`src/rtl/uart_rx_fifo.sv`:
```
// uart_rx_fifo: receive-side byte buffer sitting behind uart_rx.
// Captures every byte strobed by rx_dv into a circular FIFO and hands the bytes
// to the host in arrival order. It reports the fill level and almost-full, and
// it keeps a sticky overrun flag for bytes dropped while full.
//
// Ports:
//   rx_clk       in   clock shared with uart_rx
//   rx_rst_n     in   synchronous active-low reset
//   rx_dv        in   one-cycle strobe, rx_byte valid
//   rx_byte[7:0] in   received byte
//   rd_en        in   read request
//   rd_data[7:0] out  registered read data
//   rd_valid     out  one-cycle pulse qualifying rd_data
//   empty        out  count == 0
//   full         out  count == DEPTH
//   almost_full  out  count >= AF_LEVEL
//   count[AW:0]  out  bytes stored, 0..DEPTH
//   overrun      out  sticky: at least one byte dropped
//   ovr_clr      in   clears overrun (a same-cycle overrun wins)
module uart_rx_fifo #(
  parameter int unsigned DEPTH    = 16,
  parameter int unsigned AF_LEVEL = 12
) (
  input  logic                     rx_clk,
  input  logic                     rx_rst_n,
  input  logic                     rx_dv,
  input  logic [7:0]               rx_byte,
  input  logic                     rd_en,
  output logic [7:0]               rd_data,
  output logic                     rd_valid,
  output logic                     empty,
  output logic                     full,
  output logic                     almost_full,
  output logic [$clog2(DEPTH):0]   count,
  output logic                     overrun,
  input  logic                     ovr_clr
);

  localparam int unsigned AW = $clog2(DEPTH);
  localparam int unsigned CW = AW + 1;

  logic [7:0]    mem_q [DEPTH];
  logic [AW-1:0] wp_q, wp_d;
  logic [AW-1:0] rp_q, rp_d;
  logic [CW-1:0] count_q, count_d;
  logic          empty_q, empty_d;
  logic          full_q, full_d;
  logic          af_q, af_d;
  logic          ovr_q, ovr_d;
  logic [7:0]    rd_data_q, rd_data_d;
  logic          rd_valid_q, rd_valid_d;

  logic          rd_acc;
  logic          wr_acc;

  // Reads only ever see bytes already stored, so a write and read arriving
  // together at count==0 store the byte and ignore the read (no fall-through).
  // At full, an accepted read frees the slot the same-cycle write lands in.
  always_comb begin
    rd_acc = rd_en && !empty_q;
    wr_acc = rx_dv && (!full_q || rd_acc);
  end

  always_comb begin
    wp_d       = wp_q;
    rp_d       = rp_q;
    count_d    = count_q;
    rd_data_d  = rd_data_q;
    rd_valid_d = rd_acc;
    if (wr_acc) begin
      wp_d = wp_q + AW'(1);
    end
    if (rd_acc) begin
      rp_d      = rp_q + AW'(1);
      rd_data_d = mem_q[rp_q];
    end
    if (wr_acc && !rd_acc) begin
      count_d = count_q + CW'(1);
    end else if (rd_acc && !wr_acc) begin
      count_d = count_q - CW'(1);
    end
    // Flags are registered from the next count so they track count exactly.
    empty_d = (count_d == '0);
    full_d  = (count_d == CW'(DEPTH));
    af_d    = (count_d >= CW'(AF_LEVEL));
    // Set has priority over clear.
    ovr_d   = (ovr_q && !ovr_clr) || (rx_dv && !wr_acc);
  end

  always_ff @(posedge rx_clk) begin
    if (!rx_rst_n) begin
      wp_q       <= '0;
      rp_q       <= '0;
      count_q    <= '0;
      empty_q    <= 1'b1;
      full_q     <= 1'b0;
      af_q       <= 1'b0;
      ovr_q      <= 1'b0;
      rd_data_q  <= '0;
      rd_valid_q <= 1'b0;
    end else begin
      wp_q       <= wp_d;
      rp_q       <= rp_d;
      count_q    <= count_d;
      empty_q    <= empty_d;
      full_q     <= full_d;
      af_q       <= af_d;
      ovr_q      <= ovr_d;
      rd_data_q  <= rd_data_d;
      rd_valid_q <= rd_valid_d;
    end
  end

  // Storage carries no reset; the reset pointers make old contents unreachable.
  always_ff @(posedge rx_clk) begin
    if (rx_rst_n && wr_acc) begin
      mem_q[wp_q] <= rx_byte;
    end
  end

  assign rd_data     = rd_data_q;
  assign rd_valid    = rd_valid_q;
  assign empty       = empty_q;
  assign full        = full_q;
  assign almost_full = af_q;
  assign count       = count_q;
  assign overrun     = ovr_q;

endmodule

```
`config.mk`:
```
export PLATFORM = sky130hd
export DESIGN_NAME = uart_rx_fifo
export DESIGN_NICKNAME = d
export VERILOG_FILES = /design/src/rtl/uart_rx_fifo.sv
export SDC_FILE = /design/constraint.sdc
export NUM_CORES = 1
export LEC_CHECK = 0
export BUFFER_PORTS_ARGS = -buffer_cell sky130_fd_sc_hd__buf_2
export CAP_MARGIN = 20
export CORE_MARGIN = 2
export CORE_UTILIZATION = 40
export CTS_BUF_LIST = sky130_fd_sc_hd__clkbuf_4
export DETAILED_ROUTE_END_ITERATION = 16
export HOLD_SLACK_MARGIN = 0.15
export PLACE_DENSITY = 0.58
export SYNTH_ARGS = -nofsm -noshare
export SYNTH_HDL_FRONTEND = slang
export SYNTH_SLANG_ARGS = --single-unit
```
`constraint.sdc`:
```
create_clock -name rx_clk -period 2.3 [get_ports rx_clk]
set_input_delay 0.23 -clock rx_clk [delete_from_list [all_inputs] [get_ports rx_clk]]
set_output_delay 0.23 -clock rx_clk [all_outputs]
set_load 0.01 [all_outputs]
```
==> results.sh <==
export IMPL_grt_max_degree=36
export IMPL_yosys_area_top_type="edfxtp_1"
export IMPL_cp_required_ps=2730
export IMPL_final_setup_skew_ps=12.9
export IMPL_antenna_found_initial=1
export IMPL_clockRootBuffer="clkbuf_4"
export IMPL_mostFrequentLayoutCell="edfxtp_1"
export IMPL_r2r_start="rp_q[0]"
export IMPL_regArea_sq_um=4370
export IMPL_globalplace_congestion=0.796
export IMPL_post_cts_setup_buffers=0
export IMPL_power_per_cell_area_nw_per_um2=722
export IMPL_leakage_nw=2.29
export IMPL_crit_arrival_ps=2400
export IMPL_design_core_area_sq_um=15000
export IMPL_wl_per_cell_microns=19.0
export IMPL_drc=0
export IMPL_cts_hold_buf=12
export IMPL_peakVddDrop_uv=300
export IMPL_outcome="finished, final reports clean"
export IMPL_start_util_pct=40.4
export IMPL_syn_inst=339
export IMPL_first_pass_iters=4
export IMPL_endpoint="rd_data[5]"
export IMPL_fin_cells=604
export IMPL_holdWs_ps=256
export IMPL_ant_nets=0
export IMPL_layout_common_cells="edfxtp_1 (128), mux4_2 (32), buf_2 (30)"
export IMPL_crit_path_end_kind="register"
export IMPL_track_usage_pct=15.7
export IMPL_nNetsFinal=423
export IMPL_hold_viol=0
export IMPL_avgSynthCellArea_sq_um=17.9
export IMPL_vias_per_cell=5.23
export IMPL_cts_buffers=17
export IMPL_insertion_delay_ps=530
export IMPL_drtIter0Drc=198
export IMPL_fin_tns_setup_ps=0
export IMPL_grt_pass1_wl_mm=18.6
export IMPL_io_pins=31
export IMPL_dp_cells=560
export IMPL_rsz0062_at_grt="no"
export IMPL_regToRegSetupSlack_ps=340
export IMPL_grt_pass1_vias=3247
export IMPL_startpoint="rp_q[0]"
export IMPL_crit_path_max_fanout=27
export IMPL_die_area_sq_um=16200
export IMPL_multi_input_area_sq_um=1590
export IMPL_fillers=1293
export IMPL_tightest_slew_ps=820
export IMPL_ys_ff_latch=154
export IMPL_synth_warnings=0
export IMPL_synthesis_area_sq_um=6080
export IMPL_worst_hold_path_type="in -> reg"
export IMPL_dieHeight_microns=127
export IMPL_synth_top_cell_area_share_pct=63.2
export IMPL_maxCapViolations=0
export IMPL_fp_dieW_microns=127
export IMPL_cts_path_max_buffers=2
export IMPL_post_dp_hpwl_mm=7.57
export IMPL_cts_resized=0
export IMPL_slew_viol_final=0
export IMPL_cts_max_level=4
export IMPL_synthFlopType="edfxtp_1"
export IMPL_synth_area_leaders="edfxtp_1 (63%), mux4_2 (12%), dfxtp_1 (8.6%)"
export IMPL_seq_area_frac_synth_pct=71.8
export IMPL_numClockSinks=154
export IMPL_synth_edff_count=128
export IMPL_timing_final_crit_period_ps=1960
export IMPL_synthesis_nets=359
export IMPL_setup_worst_path_start_class="register"
export IMPL_routed_via_count=3159
export IMPL_num_rows=45
export IMPL_reg2reg_to="rd_data[5]"
export IMPL_fmax_ghz=0.510
export IMPL_synth_cell_types=42
export IMPL_grt_overflow_total=0
export IMPL_syn_to_final_growth_pct=13.4
export IMPL_portBuffers=30
export IMPL_crit_type="reg -> reg"
export IMPL_wirelength_mm=11.5
export IMPL_synth_async_reset_ratio_pct=0
export IMPL_ff2ff_path_depth=5
export IMPL_cts_tree="built"
export IMPL_setup_viol=0
export IMPL_path_clk_slew_ps=120
export IMPL_drive_gt1_share_pct=30.1
export IMPL_relSlewSlack_pct=45.2
export IMPL_fin_crit_sh_pct=85.3
[state kept, by name (all words and copies together), names as in the netlist]
register / cells
full: 1
overrun: 1
rd_valid: 1
mem_q: 128
empty: 1
almost_full: 1
rd_data: 8
count: 5
wp_q: 4
rp_q: 4
[layer usage]
layer  up-vias  wire (microns)  GRT usage (%)
li1       1483               -              -
met1      1624            5490           21.9
met2        45            5590           24.1
met3         7             301           3.56
met4         0             121           6.59
met5         -               0              0
[stage by stage]
stage                     power (mW)  utilization [%]  worst slack, ps  instance area, sq um
after floorplan                 3.52                -              317                  6080
after global placement          3.69             43.6              368                  6550
after detailed placement        3.70             43.6              358                  6550
after CTS                       5.04             45.8              336                  6890
after global routing            5.21             45.8              260                  6890
final                           4.98             45.8              339                  6890
[worst min path at each step]
stage,start,endpoint,slack (ps),depth (start not counted)
final,rx_dv,count[0],260,4
after CTS,rx_dv,count[0],190,4
after detailed placement,rd_data[2],rd_data[2],480,1
after floorplan,rx_byte[0],mem_q[0][0],330,0
after global routing,rx_dv,count[0],220,4
after global placement,rd_data[2],rd_data[2],480,1
[critical path, cell delays in order (launching register included)]
cell and delay, ps:
dfxtp_2 370, buf_12 240, mux4_2 550, a22oi_1 350, a21oi_1 120, a31o_2 230
[cell type report]
class	count	share of cell area, %
antenna	1	0.0363
clock buffer	22	2.40
clock inverter	9	0.744
inverter	7	0.381
multi-input combinational	160	23.1
sequential	154	63.3
tap	188	3.41
timing repair buffer	63	6.57
[power breakdown]
part	internal, mW	total [mW]	switching (mW)
registers	3.07	3.11	0.0421
logic	0.256	0.534	0.278
clock network	0.468	1.33	0.864
[synthesized netlist by cell type, drive strengths merged (6+ instances only)]
cell    count
inv         7
nor2b       6
mux4       32
nand2       9
xnor2       8
dfxtp      26
nor2       21
ha          7
a21oi       9
and2       13
buf         8
clkbuf      9
a31o       10
edfxtp    128
a22oi      17
[kinds of logic after synthesis]
logic type | share of synthesized area (%)
multiplexers | 12.1
flip-flops | 71.8
AND/OR/NAND/NOR | 5.89
AO/OA/AOI/OAI | 5.64
adder cells (fa/ha/maj) | 1.44
XOR/XNOR | 1.15
buffers and inverters | 1.98
No activity file was read; power rests on OpenSTA's default activity.
